File: config.mk
export PLATFORM = sky130hd
export DESIGN_NAME = sevenseg_scan_ctrl_flat
export DESIGN_NICKNAME = d
export VERILOG_FILES = /design/src/rtl/sevenseg_pkg.sv /design/src/rtl/sevenseg_scan_ctrl_if.sv /design/src/rtl/sevenseg_decoder.sv /design/src/rtl/sevenseg_scan_ctrl.sv /design/src/flat_wrapper.sv
export SDC_FILE = /design/constraint.sdc
export NUM_CORES = 1
export LEC_CHECK = 0
export BUFFER_PORTS_ARGS = -buffer_cell sky130_fd_sc_hd__buf_2
export CELL_PAD_IN_SITES_DETAIL_PLACEMENT = 0
export CELL_PAD_IN_SITES_GLOBAL_PLACEMENT = 1
export CORE_ASPECT_RATIO = 0.75
export CORE_MARGIN = 3
export CORE_UTILIZATION = 29
export CTS_BUF_LIST = sky130_fd_sc_hd__clkbuf_2
export DETAILED_ROUTE_END_ITERATION = 16
export GPL_TIMING_DRIVEN = 0
export PLACE_DENSITY_LB_ADDON = 0.1
export RECOVER_POWER = 100
export SETUP_SLACK_MARGIN = 0.02
export SYNTH_ARGS = -nofsm -noshare
export SYNTH_HDL_FRONTEND = slang
export SYNTH_SLANG_ARGS = --single-unit
File: constraint.sdc
create_clock -name clk -period 3.7 [get_ports clk]
set_input_delay 0.74 -clock clk [delete_from_list [all_inputs] [get_ports clk]]
set_output_delay 0.74 -clock clk [all_outputs]
set_load 0.05 [all_outputs]
File: src/rtl/sevenseg_pkg.sv
// Shared types and constants for the multiplexed seven-segment scan controller.
package sevenseg_pkg;
   typedef enum logic [1:0] {S_OFF, S_DRIVE, S_GAP} scan_state_t;
   localparam logic [6:0] SEG_BLANK  = 7'h7F;
   localparam logic       AN_OFF_BIT = 1'b1;
endpackage

File: src/rtl/sevenseg_scan_ctrl_if.sv
// Load handshake bundle. A word transfers on a rising edge where load_valid && load_ready;
// load_data is only meaningful while load_valid is high, and load_valid may stay high across words.
interface sevenseg_scan_ctrl_if #(
   parameter int NUM_DIGITS = 4,
   parameter int DIGIT_W    = 3
);
   logic                          load_valid;
   logic [NUM_DIGITS*DIGIT_W-1:0] load_data;
   logic                          load_ready;

   modport master (output load_valid, output load_data, input load_ready);
   modport slave  (input load_valid, input load_data, output load_ready);
endinterface

File: src/rtl/sevenseg_decoder.sv
// Combinational hex-to-seven-segment decoder, active-low segments ordered {g,f,e,d,c,b,a}.
module sevenseg_decoder #(
   parameter int WIDTH = 4
) (
   input  logic [WIDTH-1:0] value,
   output logic [6:0]       seg
);
   logic [31:0] v;

   always_comb begin
      v = 32'(value);
      case (v)
         32'd0:   seg = 7'h40;
         32'd1:   seg = 7'h79;
         32'd2:   seg = 7'h24;
         32'd3:   seg = 7'h30;
         32'd4:   seg = 7'h19;
         32'd5:   seg = 7'h12;
         32'd6:   seg = 7'h02;
         32'd7:   seg = 7'h78;
         32'd8:   seg = 7'h00;
         32'd9:   seg = 7'h10;
         32'd10:  seg = 7'h08;
         32'd11:  seg = 7'h03;
         32'd12:  seg = 7'h46;
         32'd13:  seg = 7'h21;
         32'd14:  seg = 7'h06;
         32'd15:  seg = 7'h0E;
         // Values beyond hex show a lone middle bar.
         default: seg = 7'h3F;
      endcase
   end
endmodule

File: src/rtl/sevenseg_scan_ctrl.sv
// Time-multiplexed scan of a common-anode display through one shared decoder, with
// frame-aligned updates of the displayed word so a new value never tears mid-frame.
module sevenseg_scan_ctrl
   import sevenseg_pkg::*;
#(
   parameter int NUM_DIGITS   = 4,
   parameter int DIGIT_W      = 3,
   parameter int DWELL_CYCLES = 100000,
   parameter int GAP_CYCLES   = 1000
) (
   input  logic                  clk,
   input  logic                  rst_n,
   input  logic                  enable,
   sevenseg_scan_ctrl_if.slave   bus,
   output logic [6:0]            seg_out,
   output logic [NUM_DIGITS-1:0] an_out,
   output logic                  frame_done,
   output scan_state_t           state_dbg
);
   localparam int CNT_MAX = (DWELL_CYCLES > GAP_CYCLES) ? DWELL_CYCLES : GAP_CYCLES;
   localparam int CNT_W   = (CNT_MAX > 1) ? $clog2(CNT_MAX) : 1;
   localparam int IDX_W   = (NUM_DIGITS > 1) ? $clog2(NUM_DIGITS) : 1;
   localparam int WORD_W  = NUM_DIGITS * DIGIT_W;
   localparam logic [CNT_W-1:0] DWELL_LAST = CNT_W'(DWELL_CYCLES - 1);
   localparam logic [CNT_W-1:0] GAP_LAST   = CNT_W'((GAP_CYCLES > 0) ? GAP_CYCLES - 1 : 0);
   localparam logic [IDX_W-1:0] IDX_LAST   = IDX_W'(NUM_DIGITS - 1);
   localparam logic [NUM_DIGITS-1:0] AN_ALL_OFF = {NUM_DIGITS{AN_OFF_BIT}};

   scan_state_t       state;
   logic [CNT_W-1:0]  cnt;
   logic [IDX_W-1:0]  idx;
   logic [WORD_W-1:0] shadow, pending;
   logic              pend_full, load_ready_q;

   logic              adv, wrap, copy, xfer;
   logic [IDX_W-1:0]  idx_nxt;
   logic [WORD_W-1:0] shadow_nxt;
   logic [DIGIT_W-1:0] digit_sel;
   logic [6:0]        seg_dec;
   logic [NUM_DIGITS-1:0] an_sel;

   // Decoder and anode select look at the idx/shadow that will be live after this edge,
   // so segments and anodes change together with the state register.
   always_comb begin
      adv = enable && (((state == S_DRIVE) && (cnt == DWELL_LAST) && (GAP_CYCLES == 0)) ||
                       ((state == S_GAP) && (cnt == GAP_LAST)));
      wrap = adv && (idx == IDX_LAST);
      if (!enable || state == S_OFF) idx_nxt = '0;
      else if (adv)                  idx_nxt = wrap ? '0 : idx + 1'b1;
      else                           idx_nxt = idx;
      copy       = pend_full && ((state == S_OFF) || wrap);
      xfer       = bus.load_valid && load_ready_q;
      shadow_nxt = copy ? pending : shadow;
      digit_sel  = shadow_nxt[32'(idx_nxt)*DIGIT_W +: DIGIT_W];
      an_sel     = ~(NUM_DIGITS'(1) << idx_nxt);
   end

   sevenseg_decoder #(.WIDTH(DIGIT_W)) u_dec (.value(digit_sel), .seg(seg_dec));

   assign bus.load_ready = load_ready_q;
   assign state_dbg      = state;

   always_ff @(posedge clk) begin
      if (!rst_n) begin
         state        <= S_OFF;
         idx          <= '0;
         cnt          <= '0;
         shadow       <= '0;
         pending      <= '0;
         pend_full    <= 1'b0;
         load_ready_q <= 1'b1;
         seg_out      <= SEG_BLANK;
         an_out       <= AN_ALL_OFF;
         frame_done   <= 1'b0;
      end else begin
         frame_done <= 1'b0;
         if (copy) begin
            shadow    <= pending;
            pend_full <= 1'b0;
         end
         if (xfer) begin
            pending   <= bus.load_data;
            pend_full <= 1'b1;
         end
         // Ready lags the pending slot emptying by one edge.
         load_ready_q <= xfer ? 1'b0 : !pend_full;
         if (!enable) begin
            state   <= S_OFF;
            idx     <= '0;
            cnt     <= '0;
            seg_out <= SEG_BLANK;
            an_out  <= AN_ALL_OFF;
         end else begin
            case (state)
               S_OFF: begin
                  state   <= S_DRIVE;
                  idx     <= '0;
                  cnt     <= '0;
                  seg_out <= seg_dec;
                  an_out  <= an_sel;
               end
               S_DRIVE: begin
                  if (cnt == DWELL_LAST) begin
                     cnt <= '0;
                     if (GAP_CYCLES > 0) begin
                        state   <= S_GAP;
                        seg_out <= SEG_BLANK;
                        an_out  <= AN_ALL_OFF;
                     end else begin
                        idx        <= idx_nxt;
                        frame_done <= wrap;
                        seg_out    <= seg_dec;
                        an_out     <= an_sel;
                     end
                  end else begin
                     cnt     <= cnt + 1'b1;
                     seg_out <= seg_dec;
                     an_out  <= an_sel;
                  end
               end
               S_GAP: begin
                  if (cnt == GAP_LAST) begin
                     state      <= S_DRIVE;
                     cnt        <= '0;
                     idx        <= idx_nxt;
                     frame_done <= wrap;
                     seg_out    <= seg_dec;
                     an_out     <= an_sel;
                  end else begin
                     cnt <= cnt + 1'b1;
                  end
               end
               default: state <= S_OFF;
            endcase
         end
      end
   end
endmodule

File: src/flat_wrapper.sv
// flat-port wrapper written by rule: the top's interface ports become plain ports
module sevenseg_scan_ctrl_flat import sevenseg_pkg::*;
#(
   parameter int NUM_DIGITS   = 4,
   parameter int DIGIT_W      = 3,
   parameter int DWELL_CYCLES = 100000,
   parameter int GAP_CYCLES   = 1000
)
  (clk, rst_n, enable, seg_out, an_out, frame_done, state_dbg, bus_load_valid, bus_load_data, bus_load_ready);
  sevenseg_scan_ctrl_if #(.NUM_DIGITS(NUM_DIGITS), .DIGIT_W(DIGIT_W)) bus_i ();
  input  logic clk;
  input  logic rst_n;
  input  logic enable;
  output logic [6:0] seg_out;
  output logic [NUM_DIGITS-1:0] an_out;
  output logic frame_done;
  output scan_state_t state_dbg;
  input wire logic [$bits(bus_i.load_valid)-1:0] bus_load_valid;
  input wire logic [$bits(bus_i.load_data)-1:0] bus_load_data;
  output wire logic [$bits(bus_i.load_ready)-1:0] bus_load_ready;
  assign bus_i.load_valid = bus_load_valid;
  assign bus_i.load_data = bus_load_data;
  assign bus_load_ready = bus_i.load_ready;
  sevenseg_scan_ctrl #(.NUM_DIGITS(NUM_DIGITS), .DIGIT_W(DIGIT_W), .DWELL_CYCLES(DWELL_CYCLES), .GAP_CYCLES(GAP_CYCLES)) u_core (.clk(clk), .rst_n(rst_n), .enable(enable), .bus(bus_i), .seg_out(seg_out), .an_out(an_out), .frame_done(frame_done), .state_dbg(state_dbg));
endmodule
# ---- After elaboration in Yosys (flattened, before gate mapping)
# Memory sizes are Yosys's and may differ from the RTL's.
# Cells that the tools add are included.
dict set report classes {
  add_sub_neg 2
  multipliers 1
  n_eq_ne 7
  shift 2
  muxes 21
  n_bitwise 1
  n_reduce_logical 18
}
# cell count
set ops {}
lappend ops {{17-bit case mux with 3 select lines} 1}
lappend ops {{17-bit two-way mux} 2}
lappend ops {{7-bit case mux with 3 select lines} 1}
lappend ops {{17-bit by 1-bit adder with 17-bit output, second input constant} 1}
lappend ops {{17-bit by 10-bit == test with 1-bit output, second input constant} 1}
lappend ops {{17-bit == test, second input constant} 1}
lappend ops {{7-bit two-way mux} 2}
lappend ops {{12-bit two-way mux} 1}
lappend ops {{2-bit two-way mux} 6}
lappend ops {{4-bit case mux with 3 select lines} 1}
lappend ops {{12-bit by 5-bit variable part select with 3-bit output} 1}
lappend ops {{4-bit two-way mux} 2}
lappend ops {{2-bit AND reduction} 4}
lappend ops {{2-bit case mux with 3 select lines} 1}
lappend ops {{1-bit logical AND} 5}
lappend ops {{2-bit == test, second input constant} 2}
lappend ops {{2-bit by 2-bit multiplier with 4-bit output, second input constant} 1}
lappend ops {{2-bit inequality test, second input constant} 2}
lappend ops {{4-bit inverter} 1}
lappend ops {{2-bit case mux with 2 select lines} 1}
lappend ops {{4-bit AND reduction} 1}
lappend ops {{2-bit nonzero test} 2}
lappend ops {{1-bit by 2-bit << shifter with 4-bit output, first input constant} 1}
lappend ops {{1-bit two-way mux} 3}
lappend ops {{other kinds (6)} 8}
dict set report word_totals {
  ff_bits 59
  mem_bits_ro 56
  output_inout_bits 15
  memories 1
}
# name words word_bits read_ports rd_clocked_by_memory_dff wr line
set mem_list {}
lappend mem_list {{(no name shown)} 8 7 1 0 0 sevenseg_decoder.sv:12} ;# case (v)

# ---- Depth between registers and ports, before layout
# Gate-level depths: netlist of run 1.
# An unclocked memory read counts as a cell.
dict set report depth {
  word_depth 12
  ltp_mapped 15
}

# ---- Modules after synthesis
# A second synthesis of run 1 with hierarchy kept.
dict set report hier_totals {
  hier_cells 334
  hier_area_um2 2912.8
}
# module instances cells_per_inst area_per_inst_um2 seq_area_each_um2
set by_module_without_submodules {}
lappend by_module_without_submodules {sevenseg_scan_ctrl 1 316 2768.9 1181.1}
lappend by_module_without_submodules {sevenseg_decoder 1 18 143.9 0.0}

# ---- Worst setup path after synthesis of run 1
# No wires, ideal clock.
dict set report synth_timing {
  path_type {register -> register}
  start {reg u_core.state[0] (netlist: u_core.state_dbg[0])}
  end {reg u_core.seg_out[3]}
  setup_ns 0.074
  t_arrival_ns 2.838
  required_ns 3.626
  setup_slack_ns 0.788
  path_stages_with_launch 13
  period_less_slack_ns 2.912
  path_cell_list {dfxtp_1 inv_1 ha_1 and2b_1 nand4_1 nand2_1 a211oi_1 a21oi_1 o211a_2 inv_1 ha_1 or2_0 a31oi_1}
}
dict set report synth_via {
  elab_chain_cells 12
  word_cells_on_any_way 22
  cone_classes {mul (1); eq/ne (3); shift (1); mux (7); reduce/logical (9); memory (1)}
}
# element line
set synth_lines {}
lappend synth_lines {{from (decl)} sevenseg_scan_ctrl.sv:29} ;# scan_state_t state;
lappend synth_lines {{from (signal assigned)} sevenseg_scan_ctrl.sv:65} ;# state <= S_OFF;
lappend synth_lines {{from (signal assigned)} sevenseg_scan_ctrl.sv:88} ;# state <= S_OFF;
lappend synth_lines {{from (signal assigned)} sevenseg_scan_ctrl.sv:96} ;# state <= S_DRIVE;
lappend synth_lines {{2-bit == test} {sevenseg_scan_ctrl.sv:46, sevenseg_scan_ctrl.sv:94}}
lappend synth_lines {{1-bit logical AND} sevenseg_scan_ctrl.sv:46} ;# ((state == S_GAP) && (cnt == GAP_LAST)));
lappend synth_lines {{1-bit logical AND} sevenseg_scan_ctrl.sv:45} ;# adv = enable && (((state == S_DRIVE) && (cnt == DWELL_LAST) && (GAP_CYCLES == 0)) ||
lappend synth_lines {{1-bit logical AND} sevenseg_scan_ctrl.sv:47} ;# wrap = adv && (idx == IDX_LAST);
lappend synth_lines {{2-bit two-way mux (2 in series)} sevenseg_scan_ctrl.sv:49} ;# else if (adv) idx_nxt = wrap ? '0 : idx + 1'b1;
lappend synth_lines {{2-bit two-way mux} sevenseg_scan_ctrl.sv:48} ;# if (!enable || state == S_OFF) idx_nxt = '0;
lappend synth_lines {{2-bit by 2-bit multiplier with 4-bit output} sevenseg_scan_ctrl.sv:54} ;# digit_sel = shadow_nxt[32'(idx_nxt)*DIGIT_W +: DIGIT_W];
lappend synth_lines {{12-bit by 5-bit variable part select with 3-bit output} sevenseg_scan_ctrl.sv:54}
lappend synth_lines {{memory read 8 x 7 bit} n/a}
lappend synth_lines {{7-bit two-way mux (on tied branches)} {sevenseg_scan_ctrl.sv:122, sevenseg_scan_ctrl.sv:103}}
lappend synth_lines {{7-bit case mux with 3 select lines} sevenseg_scan_ctrl.sv:94} ;# case (state)
lappend synth_lines {{to (signal assigned)} sevenseg_scan_ctrl.sv:99} ;# seg_out <= seg_dec;
lappend synth_lines {{to (signal assigned)} sevenseg_scan_ctrl.sv:117} ;# seg_out <= seg_dec;
lappend synth_lines {{to (signal assigned)} sevenseg_scan_ctrl.sv:127} ;# seg_out <= seg_dec;
lappend synth_lines {{to (decl)} sevenseg_scan_ctrl.sv:15} ;# output logic [6:0] seg_out,
# Several ways; a longest one is shown, not always the timed one. The select of a mux whose other input is x is not followed.
# A chain may end at the register's enable or synchronous reset.

# ---- Worst setup path in the final report of run 1
dict set report layout_timing {
  start {reg u_core.cnt[0]}
  end {reg u_core.seg_out[3]}
}
dict set report layout_via {
  elab_chain_cells 12
  word_cells_on_any_way 19
  cone_classes {mul (1); eq/ne (3); shift (1); mux (7); reduce/logical (6); memory (1)}
}
# element line
set layout_lines {}
lappend layout_lines {{from (decl)} sevenseg_scan_ctrl.sv:30} ;# logic [CNT_W-1:0] cnt;
lappend layout_lines {{from (signal assigned)} sevenseg_scan_ctrl.sv:116} ;# cnt <= cnt + 1'b1;
lappend layout_lines {{from (signal assigned)} sevenseg_scan_ctrl.sv:130} ;# cnt <= cnt + 1'b1;
lappend layout_lines {{17-bit by 10-bit == test with 1-bit output} {sevenseg_scan_ctrl.sv:46, sevenseg_scan_ctrl.sv:122}}
lappend layout_lines {{1-bit logical AND} sevenseg_scan_ctrl.sv:46}
lappend layout_lines {{1-bit logical AND} sevenseg_scan_ctrl.sv:45}
lappend layout_lines {{1-bit logical AND} sevenseg_scan_ctrl.sv:47}
lappend layout_lines {{2-bit two-way mux (2 in series)} sevenseg_scan_ctrl.sv:49}
lappend layout_lines {{2-bit two-way mux} sevenseg_scan_ctrl.sv:48}
lappend layout_lines {{2-bit by 2-bit multiplier with 4-bit output} sevenseg_scan_ctrl.sv:54}
lappend layout_lines {{12-bit by 5-bit variable part select with 3-bit output} sevenseg_scan_ctrl.sv:54}
lappend layout_lines {{memory read 8 x 7 bit} n/a}
lappend layout_lines {{7-bit two-way mux (on tied branches)} {sevenseg_scan_ctrl.sv:122, sevenseg_scan_ctrl.sv:103}}
lappend layout_lines {{7-bit case mux with 3 select lines} sevenseg_scan_ctrl.sv:94}
# Several ways; a longest one is shown, not always the timed one. The select of a mux whose other input is x is not followed.

==> results.md, run 1 <==
* TritonCTS buffer count at 9
* Vias in the first global route at roughly 2300
* Largest net degree at the start of global routing at 11
* Initial DRT Pass Iterations at 4
* Max-cap violations at 0
* Die X at 121.8 um
* Postcts setup bufs at 0
* Power Dens Cells at between 300 and 400 mW/mm^2
* Outcome: complete, no violations
* Min cycle time layout at about 3.2 ns
* Mean Syn Cell Area at 8.732 sq um
* Die Ht at approximately 93 um
* Total grt overflow at 0
* Maximum vdd drop at roughly 0.17 mV
* Final std cells w/o fill at ~500
* Seq/Total Area, Yosys at approximately two fifths
* CP Class: reg2reg
* P_leak at roughly 1.3 nW
* Root Buffer: clkbuf_2
* DRC viols at 0
* DP Wirelength at 5363 um
* Slew at the pin closest to its max-slew limit at around 0.74 ns
* Final ANT Viol Nets at 0
* RSZ-0062 raised after global routing: no
* Ys async rst share at 0%
* Fillers at between 1000 and 1500
* Sink Count at 59
* CP arrival at between 3 and 4 ns
* Final Hold Viols at 0
* Synth Flop Type: dfxtp_1
* Met1 Use GR at 20.42%
* Post-CTS sizing at 0
* Multi-input gate area at around 0.0016 sq mm
* GR Layer Usage met3 at ~4.6%
* Final Cycle Share at between 80% and 90%
* Via count at 2425
* CP startpoint kind: flop
* Hold-fix buffers at CTS at 0
* First-pass GRT wire length at between 10000 and 15000 um
* Worst Skew at around 0.021 ns
* Die area at roughly 0.011 sq mm
* CTS Buffer Depth at 2
* Max-slew violations at 0
* Htree depth at 3
* Setup TNS at 0 ns
* Worst EP required at approximately 4.2 ns
* Row count at 31
* CP Max Fanout at 10
* Cells after synthesis at approximately 330
* Setup Viol. Count Final at 0
* Synth unique cells at 56
* Syn nets at approximately 360
* FMAX at 314.7 MHz
* Hold Crit Class: in2reg
* WL per Instance at between 10 and 15 um
* Clk slew on worst S/H paths at between 0.15 and 0.2 ns
* TritonCTS clock tree: done
* Vias per inst at ~4.7
* Synth top area share at between 40% and 50%
* CP endpoint kind: flop
* Synth Register Bits at between 50 and 60
* Core Box Area at 0.009736 sq mm
* GR Util All Layers at a little over an eighth
* Ranking of synthesized cells by area: dfxtp_1 (40%), nand2_1 (6.6%), ha_1 (5.1%), mux2i_1 (3.8%), nor2_1 (3.2%)
* Gpl congestion at between 0.7 and 0.8
* WL final at roughly 7000 um
* Placed cells at a little under 500
* Initial antenna violation count at 0
* Yosys warnings at 0
* Max-slew headroom at between 50% and 60%
* Final nets at slightly above 400
* Clock Latency Late Sink at 0.51 ns
* Synth Cell Area at ~0.0029 sq mm
* Yosys top cell by area: dfxtp_1
* Initial drt markers at about 110
* Initial Utilization at between 20 and 30%
* Area grow syn2layout at 15.44%
* # IOs at 31
* Layer with the highest usage: met1
* Share of cells above drive strength 1 at roughly 12%
* FF/Latch Area at 0.001181 sq mm
* Port Buffers at 30
* Antenna diode count at 0
* Met2 Use GR at between 10% and 20%
* Number of synthesized flops with an enable pin at 0
layout make-up:
class                           count  area share [%]
Buffer                             16           2.230
Sequential cell                    59           35.08
Multi-Input combinational cell    250           48.23
Inverter                            9           1.003
Clock inverter                      5           3.010
Tap cell                          132           4.905
Clock buffer                       11           1.635
Timing Repair Buffer               30           3.902
routing by layer:
layer / part of all wire [%] / up-vias
met5: 0 / -
met4: 1.5 / 0
met3: 5.7 / 9
met2: 37 / 55
met1: 55 / 1112
li1: - / 1249
worst max-delay path: stages (launching register included):
cell       delay (ns)
dfxtp_1          0.45
ha_1             0.22
and4bb_1         0.21
and4_1           0.19
buf_4            0.16
a41o_1           0.39
nand2_1          0.12
buf_2            0.25
o2111ai_1        0.15
o2111ai_2        0.24
ha_1             0.38
or2_0            0.22
a31oi_1          0.15
flip-flops by register name (all words and copies together), names as in the netlist:
name	count
u_core.cnt	17
u_core.pending	12
u_core.shadow	12
u_core.seg_out	7
u_core.an_out	4
u_core.idx	2
u_core.state_dbg	2
u_core.bus.load_ready	1
u_core.frame_done	1
u_core.pend_full	1
per-stage QoR:
step | setup slack (ns) | power, W | cell area (sq um) | hold WS [ns] | utilization, %
finish | 0.5220 | 0.001323 | 3367 | 0.4579 | 34.58
global route | 0.2124 | 0.001390 | 3367 | 0.3938 | 34.58
CTS | 0.6050 | 0.001350 | 3388 | 0.3968 | 34.80
detailed placement | 0.6452 | 0.0007969 | 3232 | 0.4605 | 33.20
global placement | 0.6505 | 0.0007964 | 3232 | 0.4574 | 33.20
floorplan | 0.7883 | 0.0007589 | 2917 | 0.4428 | -
cell usage after synthesis, drive strengths merged, types with 2 or more instances:
cell	instances
or2	2
nand2b	3
nand4	5
clkbuf	9
mux2i	14
o2111ai	2
nand3	9
nor2b	12
nor3	7
nand2	51
ha	12
a31oi	3
xor2	7
a21boi	13
and2	9
a21oi	18
dfxtp	59
a32oi	4
and4	4
and3	6
nor2	26
o211ai	2
o22ai	5
a211oi	2
or3	2
xnor2	6
nand3b	3
inv	9
buf	7
and2b	2
o21ai	8
final timing paths:
path | from | endpoint | slack [ns] | depth (start not counted)
setup / recovery | u_core.cnt[0] | u_core.seg_out[3] | 0.52 | 12
hold / removal | bus_load_data[4] | u_core.pending[4] | 0.46 | 3
setup reg to reg | u_core.cnt[0] | u_core.seg_out[3] | 0.52 | 12
hold reg to reg | u_core.pending[4] | u_core.pending[4] | 0.48 | 2
cell families (layout without fill, tap and decap cells):
kind of cell               after synthesis  after routing  share of synthesized area (%)
buffers and inverters                   25             71                          3.775
AOI/OAI and AO/OA                       63             63                          14.41
and+or+nand+nor                        148            148                          26.77
xor gates and xnor gates                13             13                          3.904
muxes                                   14             14                          5.491
DFF                                     59             59                          40.50
adders and majority gates               12             12                          5.148
where the power goes:
| part | switching [W] | internal (W) | leakage [nW] |
|---|---|---|---|
| registers | 0.0000111 | 0.000654 | 0.480 |
| clock network | 0.000248 | 0.000295 | 0.0898 |
| logic | 0.0000777 | 0.0000375 | 0.753 |
| total | 0.000337 | 0.000986 | 1.32 |
layout by cell type (no fill, tap or decap), types with 3 or more instances in the layout:
cell type / synthesis / routed
nand4_1: 4 / 4
bufinv_16: 0 / 3
nor2_1: 25 / 25
a21boi_0: 12 / 12
xnor2_1: 6 / 6
nor2b_1: 12 / 12
clkbuf_2: 0 / 11
a32oi_1: 4 / 4
nand3_1: 9 / 9
ha_1: 12 / 12
nor3_1: 7 / 7
and3_1: 6 / 6
nand2b_1: 3 / 3
xor2_1: 7 / 7
nand3b_1: 3 / 3
nand2_1: 51 / 51
a21oi_1: 18 / 18
inv_1: 9 / 9
clkbuf_1: 9 / 25
and4_1: 4 / 4
dfxtp_1: 59 / 59
o22ai_1: 5 / 5
buf_2: 4 / 18
mux2i_1: 11 / 11
and2_1: 8 / 7
a31oi_1: 3 / 3
o21ai_0: 7 / 8
No activity file was read; power rests on OpenSTA's default activity.
==> run 2, diff against run 1 <==
Settings changed: ABC_AREA from default to 1, CELL_PAD_IN_SITES_DETAIL_PLACEMENT 0 to 1, CELL_PAD_IN_SITES_GLOBAL_PLACEMENT 1 to 2, SYNTH_HIERARCHICAL from default to 1.
==> run 2 against run 1 <==
Compared with the run above: power is 5.8% lower; setup slack better by 0.043 ns; synthesized cell count is 37% higher; sequential share of layout area is 1.0 points lower; fmax is 1.4% higher; clock skew is 0.0077 ns higher; cell count is 25% higher; core utilization is 1.2 points lower; die area is 6.0% higher; global-route usage is 2.2 points higher; routed wire length is 23% higher; sequential cell count stayed put; critical path type unchanged; highest routed layer unchanged.
==> results.md, run 2 <==
* CP Max Fanout at 5
* Hold-fix buffers at CTS at 0
* Most flops, register: u_core/cnt
* Slowest CP cell: dfxtp_1
* Synth Cell Area at between 0.003 and 0.004 sq mm
* TritonCTS clock tree: done
* Placed cells at approximately 620
* Initial drt markers at 102
* Count leader, synth: nand2_1
* R2R depth at 20
* Most common cell after layout, fill and taps aside: nand2_1
* Die Ht at 95.57 um
* WL per Instance at between 10 and 15 um
* Synth Flop Type: dfxtp_1
* Sink Count at 59
* TritonCTS buffer count at 9
* Cells after synthesis at 457
* Synth top cells by count: nand2_1 (100), inv_1 (69), dfxtp_1 (59)
* Initial Utilization at around 30%
* Synth top area share at around two fifths
* First-pass GRT wire length at about 15000 um
* Port Buffers at 30
* Number of synthesized flops with an enable pin at 0
* Mean Syn Cell Area at between 6 and 7 sq um
* Maximum vdd drop at 0.1093 mV
* Yosys warnings at 6
* Clk slew on worst S/H paths at 0.18 ns
* Gpl congestion at around 0.82
* Worst Skew at about 0.029 ns
* Slew at the pin closest to its max-slew limit at ~0.6 ns
* RSZ-0062 raised after global routing: no
* GR Util All Layers at approximately 16%
* Share of cells above drive strength 1 at a little over a tenth
* Area grow syn2layout at 11.74%
* CP Class: reg2reg
* CP arrival at ~3.5 ns
* Vias in the first global route at around 3000
* Buffers & Inverters on Critical Path at 4
* Setup TNS at 0 ns
* Final nets at between 500 and 600
* Min cycle time layout at about 3.1 ns
* Max-slew violations at 0
* Worst EP required at roughly 4.1 ns
* Hold Crit Class: reg2reg
* Via count at a little under 3000
* Final Cycle Share at between 80% and 90%
* Synth unique cells at 34
* Crit path depth at 20
* Synth Register Bits at just under 60
* CP startpoint kind: flop
* Root Buffer: clkbuf_2
* Largest net degree at the start of global routing at 11
* Vias per inst at roughly 4.5
* Critical-path cell list: ha_1, nand2_1, inv_1, nand2_1, nor2_1, nand3_1, nand2_1, nand3_2, nor2_2, nand3_1, nand2_1, inv_1, nand2_1, inv_1, ha_1, inv_1, nand2_1, nand2_1, o21ai_0, nand3_1
* FF/Latch Area at between 0.001 and 0.0015 sq mm
* Max stage delay on crit path at about 0.38 ns
* Initial antenna violation count at 0
* Max-cap violations at 0
* P_leak at 1.457 nW
* Initial DRT Pass Iterations at 4
* Max FFs per register at 17
* Multi-input gate area at about 0.0015 sq mm
* Critical Path Most Common Cell: nand2_1
* Ys async rst share at 0%
* Final ANT Viol Nets at 0
* Max-slew headroom at 60.41%
* Setup Viol. Count Final at 0
* Clock Latency Late Sink at around 0.50 ns
* Fillers at ~1300
* Antenna diode count at 0
* CP endpoint kind: flop
* Worst path top cell family by delay: simple AND/OR/NAND/NOR gates
* Postcts setup bufs at 0
* Seq/Total Area, Yosys at around two fifths
* Post-CTS sizing at 0
* Core Box Area at a little over 0.01 sq mm
* Total grt overflow at 0
* Final Hold Viols at 0
* Regs by FF count: u_core/cnt (17), u_core/pending (12), u_core/shadow (12)
* Power Dens Cells at 359.5 mW/mm^2
* Htree depth at 3
* Commonest cells after routing, fill and taps aside: nand2_1 (107), inv_1 (72), dfxtp_1 (59), nor2_1 (46), nand3_1 (45)
* WL final at roughly 8800 um
* FMAX at ~320 MHz
* Die X at 125.4 um
* Outcome: complete, no violations
* Ranking of synthesized cells by area: dfxtp_1 (38%), nand2_1 (12%), inv_1 (8.4%), nand3_1 (7.1%), nor2_1 (5.4%)
* # IOs at 31
* Die area at about 0.012 sq mm
* Row count at 32
* Final std cells w/o fill at between 600 and 700
* DP Wirelength at ~6900 um
* Yosys top cell by area: dfxtp_1
* CTS Buffer Depth at 2
* Syn nets at between 400 and 500
* DRC viols at 0
* Hold Path Cell Cnt at 2
## run 2: changes by cell type in the layout (fill, tap and decap cells not counted), moves of 7 or more
cell      before  now
nor2_2         1    8
mux2i_1       11    0
inv_1          9   72
and2_1         7    0
a21oi_1       18   25
nand2_1       51  107
nor2b_1       12    0
nor2_1        25   46
nand3_1        9   45
a21boi_0      12    0
o21ai_0        8   32
## run 2: final cells by class
type,count,area share [%]
Buffer,11,1.733
Clock buffer,11,1.588
Clock inverter,4,1.227
Inverter,77,8.339
Multi-Input combinational cell,310,44.33
Sequential cell,59,34.08
Tap cell,136,4.910
Timing Repair Buffer,30,3.791
## run 2: metal layers
metal / vias to the layer above / GRT usage (%) / share of wire (%)
met1: 1318 / 22.55 / 56
li1: 1524 / - / -
met3: 8 / 3.695 / 2.8
met5: - / 0 / 0
met4: 0 / 4.874 / 0.86
met2: 32 / 23.22 / 41
## run 2: power by group
group	total, W	leakage [nW]	switching [W]	internal (W)
registers	0.000675	0.482	0.0000102	0.000664
clock network	0.000394	0.0669	0.000241	0.000153
logic	0.000177	0.908	0.000126	0.0000518
## run 2: tightest hold or removal path: stages, from the launching register on
cell	delay [ns]
dfxtp_1	0.33
inv_1	0.06
a21oi_1	0.05
## run 2: final timing paths
| kind | endpoint | start | slack (ns) |
|---|---|---|---|
| worst min register to register | u_core/pending[4] | u_core/pending[4] | 0.47 |
| worst max-delay path | u_core/seg_out[3] | u_core/cnt[0] | 0.57 |
| worst min-delay path | u_core/pending[4] | u_core/pending[4] | 0.47 |
| worst max register to register | u_core/seg_out[3] | u_core/cnt[0] | 0.57 |
## run 2: kinds of logic after synthesis
family	synth area share, %
AO/OA/AOI/OAI	11.62
XOR/XNOR	1.129
adder cells (fa/ha/maj)	4.437
buffers and inverters	11.25
flip-flops	38.08
AND/OR/NAND/NOR	33.48
## run 2: through the flow
stage | hold slack, ns | setup slack (ns) | instance area, sq um | utilization (%) | total power [W]
after detailed placement | 0.4514 | 0.5983 | 3422 | 33.00 | 0.0008728
final | 0.4675 | 0.5652 | 3466 | 33.42 | 0.001246
after CTS | 0.4398 | 0.7047 | 3520 | 33.94 | 0.001286
after floorplan | 0.4295 | 0.9227 | 3102 | - | 0.0008198
after global routing | 0.4680 | 0.1956 | 3466 | 33.42 | 0.001323
after global placement | 0.4478 | 0.6058 | 3422 | 33.00 | 0.0008674
==> run 3, diff against run 2 <==
Clock period 3.7 ns to 2.6 ns, I/O delays scaled along.
==> run 3 against run 2 <==
Compared with the run above: critical path depth stayed put; clock skew is 0.014 ns lower; combinational power is 93% higher; clock power is 15% higher; global-route usage is 0.22 points higher; non-clock buffer count is 28 higher; count of clock-buffer cells in the layout is 1 lower; die area stayed put; critical path type unchanged; critical endpoint unchanged; largest cell class unchanged; largest power group unchanged.
==> results.md, run 3 (synthesized netlist as in run 2, its figures left out) <==
* Die X at roughly 130 um
* Min cycle time layout at roughly 2.5 ns
* Area grow syn2layout at 31.54%
* Final Hold Viols at 0
* Worst Skew at 0.01458 ns
* DRC viols at 0
* DR top layer: met4
* CP endpoint kind: flop
* Final ANT Viol Nets at 0
* Wire length on met3 at ~380 um
* Final Cycle Share at between 90% and 100%
* WL per Instance at between 10 and 15 um
* Commonest cells after routing, fill and taps aside: nand2_1 (82), inv_1 (59), dfxtp_1 (44), nor2_1 (40), nand3_1 (28)
* Initial drt markers at ~110
* CP Class: reg2reg
* Initial antenna violation count at 0
* Worst slack at placement at -0.3961 ns
* Antenna diode count at 0
* CP startpoint kind: flop
* Comb pwr share at about 20%
* Final std cells w/o fill at approximately 670
* Max-slew violations at 0
* Most flops, register: u_core/cnt
* Placed cells at 623
* Slew at the pin closest to its max-slew limit at approximately 0.71 ns
* Max-slew headroom at between 50 and 60%
* Outcome: complete, no violations
* Vias per inst at approximately 4.7
* Htree depth at 3
* Vias in the first global route at 2919
* Power Dens Cells at 427.6 mW/mm^2
* Maximum vdd drop at around 0.14 mV
* Regs by FF count: u_core/cnt (17), u_core/pending (12), u_core/shadow (12)
* DP Wirelength at 6825 um
* Hold-fix buffers at CTS at 0
* Final core occ at about 39%
* Clk slew on worst S/H paths at between 0.15 and 0.2 ns
* Via count at approximately 3100
* Internal power at around 0.0012 W
* Sink Count at 59
* Root Buffer: clkbuf_2
* Port Buffers at 30
* WL final at about 9500 um
* TritonCTS buffer count at 9
* Row count at 32
* Max-cap violations at 0
* Sequential Power Share at a little over half
* Gpl congestion at slightly below 0.8
* Setup Viol. Count Final at 0
* Max FFs per register at 17
* Initial DRT Pass Iterations at 4
* Final WS setup at 0.1159 ns
* Die area at 0.01199 sq mm
* Switching pwr at around 0.00057 W
* Largest net degree at the start of global routing at 11
* Hold Crit Class: in2reg
* Total grt overflow at 0
* TritonCTS clock tree: done
* Met1 WL at slightly below 5000 um
* CP arrival at 2.86 ns
* RSZ-0062 raised after global routing: yes
* P_leak at 1.666 nW
* Core Box Area at 0.01037 sq mm
* FMAX at between 400 and 500 MHz
* Met2 wire length at slightly above 4000 um
* Clock power share at a little over a quarter
* Clock Latency Late Sink at just under 0.5 ns
* R2R Setup Slk at 0.12 ns
* Final nets at 553
* Setup TNS at 0 ns
* Worst EP required at 2.98 ns
* Switch share at around a third
* # IOs at 31
* CTS Buffer Depth at 2
* Share of cells above drive strength 1 at 31.89%
* First-pass GRT wire length at about 15000 um
* CP Max Fanout at 4
* Die Ht at ~96 um
* GR Util All Layers at between 10% and 20%
* Most common cell after layout, fill and taps aside: nand2_1
* Initial Utilization at roughly 30%
==> run 3: path summary, 6_finish.rpt <==
| kind | startpoint | endpoint | cells past startpoint |
|---|---|---|---|
| setup / recovery | u_core/cnt[1] | u_core/seg_out[3] | 20 |
| hold / removal | bus_load_data[4] | u_core/pending[4] | 3 |
| setup reg to reg | u_core/cnt[1] | u_core/seg_out[3] | 20 |
| hold reg to reg | u_core/pending[11] | u_core/pending[11] | 2 |
==> run 3: layer usage <==
| metal | vias to the layer above | global-route usage (%) |
|---|---|---|
| met4 | 0 | 4.874 |
| li1 | 1587 | - |
| met2 | 44 | 24.51 |
| met5 | - | 0 |
| met3 | 10 | 4.031 |
| met1 | 1457 | 21.99 |
==> run 3: worst max-delay path: stages, from the launching register on <==
cell and delay, ns:
dfxtp_4 0.39, ha_4 0.15, nand2_4 0.07, inv_2 0.07
nand2_2 0.06, nor2_4 0.13, nand4_1 0.19, nand2_2 0.16
nor2_4 0.06, nor2_4 0.14, nand3_2 0.10, nand2_2 0.09
inv_2 0.05, nand2_4 0.08, inv_4 0.05, ha_4 0.26
inv_2 0.03, nand2_2 0.04, nand2_1 0.05, o21ai_1 0.12
nand3_1 0.08
==> run 3: repair_timing <==
item | in CTS | in global routing
gates resized for setup | 30 | 89
cloned | 0 | 3
pin swaps | 10 | 35
endpoints found under the setup margin | 7 | 7
setup buffers | 11 | 14
==> run 3: layout make-up <==
cell class                      instances  area, sq um
Buffer                                 11        67.56
Clock buffer                           10        50.05
Clock inverter                          5        21.27
Fill cell                            1329         6290
Inverter                               77        294.0
Multi-Input combinational cell        310         1898
Sequential cell                        59         1222
Tap cell                              136        170.2
Timing Repair Buffer                   58        356.6
==> run 3: metrics by stage <==
stage                     instance area (sq um)  hold slack, ns  total power [W]
after floorplan                            3104          0.4295         0.001167
after global placement                     3425          0.4457         0.001234
after detailed placement                   3425          0.4539         0.001240
after CTS                                  3676          0.2374         0.001728
after global routing                       4080          0.2563         0.001855
final                                      4080          0.2957         0.001745
==> run 3: power by group through the flow <==
stage | combinational, W | sequential (W) | clock (W)
2_1_floorplan | 0.000148 | 0.00102 | 0
3_3_place_gp | 0.000256 | 0.000978 | 0
3_5_place_dp | 0.000261 | 0.000980 | 0
4_1_cts | 0.000278 | 0.000961 | 0.000489
5_1_grt | 0.000376 | 0.000956 | 0.000523
6_report | 0.000341 | 0.000951 | 0.000453
